File: src/rtl/pipe_fifo_buffer.sv
// Registered-output circular FIFO with one-cycle read latency, flush, and
// registered full/empty/count. Sticky overflow/underflow flags exist only when
// the PIPE_FIFO_ERR_EN macro is defined; otherwise they are tied to 0.
module pipe_fifo_buffer #(
  parameter int WIDTH = 32,
  parameter int DEPTH = 4
) (
  input  logic                     ref_clk,
  input  logic                     reset,
  input  logic                     flush,
  input  logic                     WE,
  input  logic [WIDTH-1:0]         DataI,
  input  logic                     RE,
  output logic [WIDTH-1:0]         DataO,
  output logic                     valid_o,
  output logic                     full,
  output logic                     empty,
  output logic [$clog2(DEPTH):0]   count,
  output logic                     ovf_err,
  output logic                     unf_err
);

  localparam int AW = $clog2(DEPTH);
  localparam int CW = AW + 1;

  logic [AW-1:0]    wrPtr;
  logic [AW-1:0]    rdPtr;
  logic [WIDTH-1:0] mem [DEPTH];

  logic          wrAccept;
  logic          rdAccept;
  logic [CW-1:0] countNext;

  // A full buffer still takes a write when the same cycle pops the head,
  // since that read frees the slot the write lands in.
  always_comb begin
    // NOTE: every signal gets a default before any branch, so no latch is inferred.
    wrAccept  = WE && (!full || RE);
    rdAccept  = RE && !empty;
    countNext = count;
    if (wrAccept && !rdAccept) begin
      countNext = count + CW'(1);
    end else if (rdAccept && !wrAccept) begin
      countNext = count - CW'(1);
    end
  end

  always_ff @(posedge ref_clk) begin
    // NOTE: sequential state uses non-blocking assignments so every register samples pre-edge values.
    if (reset) begin
      wrPtr   <= '0;
      rdPtr   <= '0;
      count   <= '0;
      full    <= 1'b0;
      empty   <= 1'b1;
      valid_o <= 1'b0;
      DataO   <= '0;
    end else if (flush) begin
      wrPtr   <= '0;
      rdPtr   <= '0;
      count   <= '0;
      full    <= 1'b0;
      empty   <= 1'b1;
      valid_o <= 1'b0;
    end else begin
      if (wrAccept) begin
        wrPtr <= wrPtr + AW'(1);
      end
      if (rdAccept) begin
        rdPtr <= rdPtr + AW'(1);
        DataO <= mem[rdPtr];
      end
      valid_o <= rdAccept;
      count   <= countNext;
      full    <= (countNext == CW'(DEPTH));
      empty   <= (countNext == '0);
    end
  end

  // NOTE: storage is deliberately not reset; pointers and count define what is valid.
  always_ff @(posedge ref_clk) begin
    if (!reset && !flush && wrAccept) begin
      mem[wrPtr] <= DataI;
    end
  end

`ifdef PIPE_FIFO_ERR_EN
  // Flags are sticky until reset; a flush cycle ignores requests, so it
  // can neither set nor clear them.
  always_ff @(posedge ref_clk) begin
    if (reset) begin
      ovf_err <= 1'b0;
      unf_err <= 1'b0;
    end else if (!flush) begin
      if (WE && !wrAccept) begin
        ovf_err <= 1'b1;
      end
      if (RE && !rdAccept) begin
        unf_err <= 1'b1;
      end
    end
  end
`else
  assign ovf_err = 1'b0;
  assign unf_err = 1'b0;
`endif

endmodule

File: config.mk
export PLATFORM = sky130hd
export DESIGN_NAME = pipe_fifo_buffer
export DESIGN_NICKNAME = d
export VERILOG_FILES = /design/src/rtl/pipe_fifo_buffer.sv
export SDC_FILE = /design/constraint.sdc
export NUM_CORES = 1
export LEC_CHECK = 0
export ABC_CLOCK_PERIOD_IN_PS = 2600
export CAP_MARGIN = 20
export CORE_MARGIN = 10
export CORE_UTILIZATION = 55
export DETAILED_ROUTE_END_ITERATION = 7
export PLACE_DENSITY = 0.82
export REMOVE_ABC_BUFFERS = 1
export SETUP_SLACK_MARGIN = 0.3
export SYNTH_ARGS = -nofsm -noshare
export SYNTH_HDL_FRONTEND = slang
export SYNTH_SLANG_ARGS = --single-unit
export TNS_END_PERCENT = 20
File: constraint.sdc
create_clock -name ref_clk -period 2.6 [get_ports ref_clk]
set_input_delay 0.52 -clock ref_clk [delete_from_list [all_inputs] [get_ports ref_clk]]
set_output_delay 0.52 -clock ref_clk [all_outputs]
set_load 0.02 [all_outputs]
Yosys cells after proc, flatten, opt, wreduce, memory -nomap -nowiden
Memory sizes are Yosys's and may differ from the RTL's. A register that Yosys moved wholly into a read port is not among the register bits.
Cells that the tools add are included.
W data, S select, Z words.
Storage, ports and cells
  memories: 1
  logic and storage cells: 33
  RAM bits: 128
  flip-flop bits (word level): 10
  output and inout port bits: 40
  input bits: 37
Memories
  mem: words 4, width 32, rd ports 1, clocked after memory_dff 1, wr ports 1, line 28  | logic [WIDTH-1:0] mem [DEPTH];
Operators by class
  equality and inequality tests: 1
  add/subtract/negate cells: 4
  reductions and logical operators: 16
  bitwise operators: 1
  muxes and demuxes: 4
Operator list (count)
  $logic_and A1 B1 Y1: 6
  $logic_not A1 Y1: 6
  $mux W3: 2
  $add A2 B1 Y2 const B: 2
  $add A3 B1 Y3 const B: 1
  $eq A3 B3 Y1 const B: 1
  $logic_not A3 Y1: 1
  $sub A3 B1 Y3 const B: 1
  $mux W1: 2
  $reduce_and A2 Y1: 1
  $reduce_or A2 Y1: 1
  $logic_or A1 B1 Y1: 1
  $not A1 Y1: 1

Depth between registers and ports, before layout
Gate-level depths: netlist of the first run.
  depth after elaboration: 8
  gate-level depth with buffers: 7
  mapped depth without buffers: 6

Worst setup path before layout of the first run
No wires, ideal clock.
  path type: input -> register
  start point: in reset
  end point: mem mem[0][0] (enable)
  data required time: 2.208 ns
  cell stages on the path: 5
  setup time: 0.392 ns
  path buffers: 2
  arrival: 1.994 ns
  setup slack: 0.214 ns
  cell sequence: buf_2 or2_0 clkbuf_1 nor2_1 and2_1
Between the ends
  word-level cells in the longest chain between the ends: 5
Ends and longest elaborated chain
  start, declared: line 9  | input logic reset,
  $logic_not A1 Y1: line 82  | if (!reset && !flush && wrAccept) begin
  $logic_and A1 B1 Y1 (2 in series): line 82
  $mux W1: line 82
  $mux W1 (implied by the code): line 83  | mem[wrPtr] <= DataI;
  end, declared: line 28
Every way passes these cells.

Worst setup path after layout of the first run
  start point: reg empty
  end point: out empty
RTL lines
  start, declared: line 17  | output logic empty,
  start signal, assigned: line 76  | empty <= (countNext == '0);
No word-level cell between the ends.

==> out/results.tsv, run 1 <==
stage	metric	value	unit
global_routing	grt_use_total	0.1599	
critical_path	rr_endpoint	DataO[29]	
critical_path	crit_chain	clkdlybuf4s50_1	
layout	nets	508	
sta	tightest_slew	0.8716	ns
placement	dp_hpwl	7924	µm
critical_path	cp_top_family	buffers and inverters	
critical_path	critPathSlowestCell	clkdlybuf4s50_1	
global_routing	grt_overflow	0	
sta	setup_viol	0	
route	drc	0	
worst_hold_path	hp-class	reg2reg	
run_status	status	complete, no violations	
floorplan	rows	39	
flow_run	drv_cap	0	
route	drt_pass1_iterations	4	
cts	clk_latency	0.43	ns
critical_path	reg2reg_depth	4	
placement	gp_congestion	0.7670	
synthesis	ys_seq_elements	170	
global_routing	grt_pass1_vias	3591	
critical_path	path_max_fanout	7	
cts	ctsLongestPathBuffers	2	
route	wire_per_inst	20.07	µm
route	route.vias.total	3434	
critical_path	worstSetupEndpointType	output pin	
synthesis	synth_edf_count	128	
sta	slew_headroom	0.4189	
cts	cts_tree	done	
global_routing	grt_start_max_net_pins	35	
sta	tns	0	ns
cts	cts_made_buffers	17	
placement	port_buffers	74	
route	ant_nets	0	
global_routing	antenna_found_initial	0	
synthesis	synth_flop_cell	edfxtp_1	
synthesis	yosys.area.top_type_share	0.6022	
sta	max_freq	487.3	MHz
power	power_leakage	2.569	nW
sta	hold_violations	0	
critical_path	max_stage_delay	0.66	ns
synthesis	async_flop_share	0	
sta	maxSlewViolCount	0	
global_routing	grt_pass1_wl	19750	µm
layout	final_util	0.6983	
power	p_per_area	727.1	nW/µm²
layout	drive_above_1_share	0.1862	
synthesis	postSynthCellCount	381	
synthesis	synth.avg_cell_area	16.75	µm²
critical_path	startpoint	empty	
floorplan	coreArea	11370	µm²
cts	clock-root-buffer	clkbuf_16	
synthesis	synth_most_common_cell	edfxtp_1	
floorplan	die_h	127.7	µm
synthesis	yosysWarnings	0	
critical_path	path_depth	1	
route	finalWirelength	12460	µm
sta	period_share	0.7894	
critical_path	critPathKind	reg2out	
synthesis	synth_top_area_cell	edfxtp_1	
route	vias_per_cell	5.530	
critical_path	start_kind	register	
floorplan	die_w	127.7	µm
synthesis	synth_cell_type_count	31	
cts	postCtsSetupBuffers	0	
synthesis	synth.area.top_cells	edfxtp_1 (60%), dfxtp_1 (13%), mux4_2 (11%), nand2_1 (3.9%), a21oi_1 (2.6%)	
synthesis	synthesis.area	6382	µm²
layout	syn_to_final_growth	24.39	%
floorplan	die_area	16310	µm²
critical_path	required	2.08	ns
cts	htree_num_levels	4	
critical_path	cp.arrival	1.53	ns
floorplan	io_pins	77	
critical_path	r2r_slack	0.86	ns
floorplan	start_util	0.5614	
power	worst_ir_drop_vdd	0.0004800	V
cts	cts.repair.resized	0	
route	drt_iter0_drc	265	
synthesis	synth_common_cells	edfxtp_1 (128), nand2_1 (66), dfxtp_1 (42)	
synthesis	synth-seq-area-share	0.7340	
cts	cts.sinks	170	
sta	rsz0062_at_grt	false	
sta	finalClockSkew	0.009722	ns
critical_path	rr_startpoint	rdPtr[0]	
cts	ctsHoldBuffers	0	
sta	period_minus_slack	2.052	ns
critical_path	cp-endpoint	empty	
layout	insertedDiodeCount	0	
cts	path_clk_slew	0.06	ns
critical_path	critPathBufInv	1	
registers in the layout, summed over array words and instances (netlist names):
signal   count
count        3
empty        1
rdPtr        2
mem        128
wrPtr        2
DataO       32
full         1
valid_o      1
how the worst min path moves through the flow:
stage	start	to	cells after the start
3_3_place_gp	DataO[1]	DataO[1]	2
4_1_cts	DataO[14]	DataO[14]	2
3_5_place_dp	DataO[14]	DataO[14]	2
2_1_floorplan	wrPtr[1]	wrPtr[1]	2
6_report	DataO[14]	DataO[14]	2
5_1_grt	DataO[7]	DataO[7]	2
per-layer routing:
layer / GRT usage / up-vias / share of wire
met5: 0 / - / 0
met4: 0.07152 / 0 / 0.020
met3: 0.06079 / 20 / 0.069
met2: 0.2604 / 106 / 0.51
met1: 0.1846 / 1732 / 0.40
li1: - / 1576 / -
power by group:
group | leakage, nW | internal (mW) | total, mW | switching (mW)
Clock | 0.295 | 1.51 | 2.52 | 1.01
Sequential | 1.50 | 2.95 | 2.97 | 0.0200
Combinational | 0.776 | 0.137 | 0.277 | 0.140
area by class of cell:
type | count | area, µm²
inverter | 6 | 22.52
sequential | 170 | 4687
multi-input combinational | 182 | 1536
tap | 143 | 178.9
timing repair buffer | 88 | 915.9
clock inverter | 15 | 172.7
clock buffer | 17 | 425.4
fill | 725 | 3431
through the flow:
step	area, µm²	power, mW	cells	setup WS [ns]	hold WS (ns)
floorplan	6231	3.146	358	0.2225	0.5175
global placement	7341	3.297	589	0.2958	0.4406
detailed placement	7341	3.308	589	0.2016	0.4478
CTS	7939	5.824	621	0.5266	0.4565
global route	7939	5.957	621	0.4970	0.4752
finish	7939	5.772	621	0.5477	0.4522
cell usage in the layout, fill, tap and decap left out, drive strengths merged:
master	instances
a21oi	33
buf	15
o2bb2ai	1
clkbuf	17
nor2	10
nand2	66
and2	6
o21ai	1
and2b	2
a211oi	1
nand4	1
nand4bb	1
inv	10
nor4	1
or2	1
xor2	2
mux4	32
edfxtp	128
dfxtp	42
ha	6
bufinv	3
clkdlybuf4s50	73
o31ai	1
o211ai	1
nand2b	6
mux2i	2
xnor2	5
conb	2
o22ai	1
clkinv	8
cells by family after synthesis:
family | Yosys count | share of synthesized area
flops | 170 | 0.7340
buf+inv | 30 | 0.02784
mux | 34 | 0.1161
fa+ha+maj | 6 | 0.01176
simple gates | 94 | 0.06528
compound gates | 39 | 0.03489
xor+xnor | 7 | 0.009606
other cells | 1 | 0.0005876
Note: power is estimated with default switching activity, not from simulation.
==> run 2: changes to the inputs <==
--- a/config.mk
+++ b/config.mk
@@ -5,12 +5,12 @@
 export SDC_FILE = /design/constraint.sdc
 export NUM_CORES = 1
 export LEC_CHECK = 0
-export ABC_CLOCK_PERIOD_IN_PS = 2600
+export ABC_CLOCK_PERIOD_IN_PS = 1700
 export CAP_MARGIN = 20
 export CORE_MARGIN = 10
-export CORE_UTILIZATION = 55
+export CORE_UTILIZATION = 50
 export DETAILED_ROUTE_END_ITERATION = 7
-export PLACE_DENSITY = 0.82
+export PLACE_DENSITY = 0.79
 export REMOVE_ABC_BUFFERS = 1
 export SETUP_SLACK_MARGIN = 0.3
 export SYNTH_ARGS = -nofsm -noshare
==> constraint.sdc (replaced) <==
create_clock -name ref_clk -period 1.7 [get_ports ref_clk]
set_input_delay 0.34 -clock ref_clk [delete_from_list [all_inputs] [get_ports ref_clk]]
set_output_delay 0.34 -clock ref_clk [all_outputs]
set_load 0.02 [all_outputs]
==> run 2 against run 1 <==
Sequential share of layout area decreased by 2.5 points. Worst hold slack got worse by 0.11 ns. Non-clock buffer count increased by 14. Register-to-register slack got worse by 0.59 ns. Cell area increased by 4.8%. Worst setup slack got worse by 0.28 ns. Critical path depth increased by 5.
==> out/results.tsv, run 2 (synthesized netlist as in run 1, its figures left out) <==
stage	metric	value	unit	change
route	vias_per_cell	5.447		-1.5%
sta	period_share	0.8412		
placement	dp_slack	-0.2442	ns	-0.4457 ns
critical_path	max_stage_delay	0.38	ns	-0.28 ns
layout	final_cell_mix	edfxtp_1 (128), nand2_1 (66), dfxtp_1 (36), a21oi_1 (33)		
critical_path	start_kind	register		
route	drc	0		unchanged
global_routing	grt_use_total	0.1515		-0.008441
cts	ctsHoldBuffers	0		unchanged
power	power_frac_clock	0.420		-0.017
layout	layout_commonest_cell	edfxtp_1		
cts	clk_latency	0.42	ns	about the same
layout	drive_above_1_share	0.3110		+0.1248
sta	setup_viol	0		unchanged
critical_path	critPathKind	reg2reg		
power	pwr-share-comb	0.055		+0.007
layout	top_register	mem		
power	p_sw	1.770	mW	+51%
sta	max_freq	699.3	MHz	
placement	placed_cells	625		+6.1%
sta	maxSlewViolCount	0		unchanged
run_status	status	complete, no violations		
layout	nFillCells	843		+16%
layout	largest_reg_flops	128		unchanged
global_routing	antenna_found_initial	1		+1
route	drt_iter0_drc	304		+15%
power	worst_ir_drop_vdd	0.0008096	V	+69%
placement	gp_congestion	0.7702		+0.42%
cts	path_clk_slew	0.06	ns	about the same
sta	whs	0.3454	ns	-0.1068 ns
cts	cts_tree	done		
cts	htree_num_levels	4		unchanged
power	power_leakage	2.744	nW	+6.8%
critical_path	required	2.06	ns	-0.02 ns
route	wire_per_inst	21.44	µm	+6.8%
cts	clock-root-buffer	clkbuf_16		
sta	fin_ws	0.2699	ns	-0.2778 ns
sta	rsz0062_at_grt	true		
placement	port_buffers	74		unchanged
power	seqPwrFrac	0.525		+0.010
layout	syn_to_final_growth	30.33	%	
global_routing	grt_start_max_net_pins	35		unchanged
global_routing	grt_pass1_wl	20470	µm	+3.6%
layout	fin_cells	665		+7.1%
sta	tns	0	ns	unchanged
critical_path	critPathSlowestCell	dfxtp_4		
layout	regArea	4702	µm²	+0.32%
layout	multi_input_area	1598	µm²	+4.0%
global_routing	grt_overflow	0		unchanged
sta	hold_violations	0		unchanged
sta	period_minus_slack	1.430	ns	
critical_path	crit_chain	inv_2 -> ha_4 -> nand2b_4 -> o22ai_2 -> a211oi_2 -> and2_1		
layout	nets	522		+2.8%
global_routing	grt_pass1_vias	3693		+2.8%
power	p_sw_frac	0.2045		+0.001486
cts	cts.sinks	170		unchanged
power	p_per_area	1041	nW/µm²	+43%
floorplan	die_h	133.0	µm	+4.1%
flow_run	drv_cap	0		unchanged
critical_path	worstSetupEndpointType	register		
critical_path	path_max_fanout	4		-3
floorplan	start_util	0.5078		-0.05354
floorplan	rows	41		+5.1%
floorplan	coreArea	12570	µm²	+11%
layout	top_regs	mem x128, DataO x32, count x3		
route	ant_nets	0		unchanged
route	route.vias.total	3622		+5.5%
power	internal_power	6.885	mW	+50%
floorplan	die_w	133.0	µm	+4.1%
route	drt_pass1_iterations	5		+1
worst_hold_path	hp-class	in2reg		
cts	ctsLongestPathBuffers	2		unchanged
layout	final_util	0.6618		-0.03643
floorplan	die_area	17680	µm²	+8.4%
floorplan	io_pins	77		unchanged
cts	cts_made_buffers	17		unchanged
critical_path	cp.arrival	1.79	ns	+0.26 ns
critical_path	critPathBufInv	1		unchanged
critical_path	cp_top_family	compound AO/OA/AOI/OAI gates		
route	finalWirelength	14260	µm	+14%
placement	dp_hpwl	8341	µm	+5.3%
cts	postCtsSetupBuffers	0		unchanged
sta	finalClockSkew	0.007478	ns	-0.002244 ns
==> run 2: changes by cell type in the layout (fill, tap and decap cells not counted), sizes merged <==
cell,previous run,this run
diode,0,1
buf,15,28
clkinv,8,7
clkbuf,17,24
dlygate4sd2,0,2
inv,10,7
bufinv,3,2
clkdlybuf4s15,0,31
dlymetal6s2s,0,3
clkinvlp,0,4
clkdlybuf4s50,73,32
==> run 2: what timing repair did <==
item	in CTS	in global routing
cloned	0	7
pin swaps	1	9
endpoints found under the setup margin	184	179
gates resized for setup	124	28
==> run 2: worst paths after layout <==
check / from / endpoint / slack (ns) / cells after the start
worst min register to register: DataO[13] / DataO[13] / 0.45 / 2
worst max register to register: count[0] / count[1] / 0.27 / 6
worst max-delay path: count[0] / count[1] / 0.27 / 6
worst min-delay path: flush / empty / 0.35 / 4
==> run 2: routing by layer <==
metal / track usage / vias to the layer above / wire [µm] / part of all wire
met5: 0 / - / 0 / 0
met4: 0.07090 / 0 / 293 / 0.021
met3: 0.05829 / 20 / 1084 / 0.076
met2: 0.2532 / 152 / 7510 / 0.53
met1: 0.1668 / 1833 / 5371 / 0.38
li1: - / 1617 / - / -
==> run 2: cell type report <==
class	instances	share of cell area
flip-flops and latches	170	0.5653
multi-input cells	182	0.1921
repair buffers	102	0.1462
clock buffers	18	0.05159
well taps	172	0.02587
clock inverters	14	0.01564
inverters	6	0.003008
diodes	1	0.0003008
==> run 2: power by group through the flow <==
stage                     Sequential [mW]  Clock, mW  Combinational [mW]
after global routing                 4.55       3.86               0.510
after CTS                            4.54       3.69               0.445
after detailed placement             4.63          0               0.443
after global placement               4.63          0               0.431
final                                4.55       3.64               0.473
after floorplan                      4.66          0               0.151
==> run 2: worst reg2reg max path: cells and delay by family (launching register included) <==
family | cells | cell delay [ns]
fa+ha+maj | 1 | 0.26
buf+inv | 1 | 0.05
compound gates | 2 | 0.39
simple gates | 2 | 0.29
flops | 1 | 0.38
==> run 2: metrics by stage <==
stage / area, µm² / power [mW]
finish: 8318 / 8.655
global route: 8318 / 8.919
CTS: 8070 / 8.682
detailed placement: 7467 / 5.073
global placement: 7467 / 5.057
floorplan: 6231 / 4.812
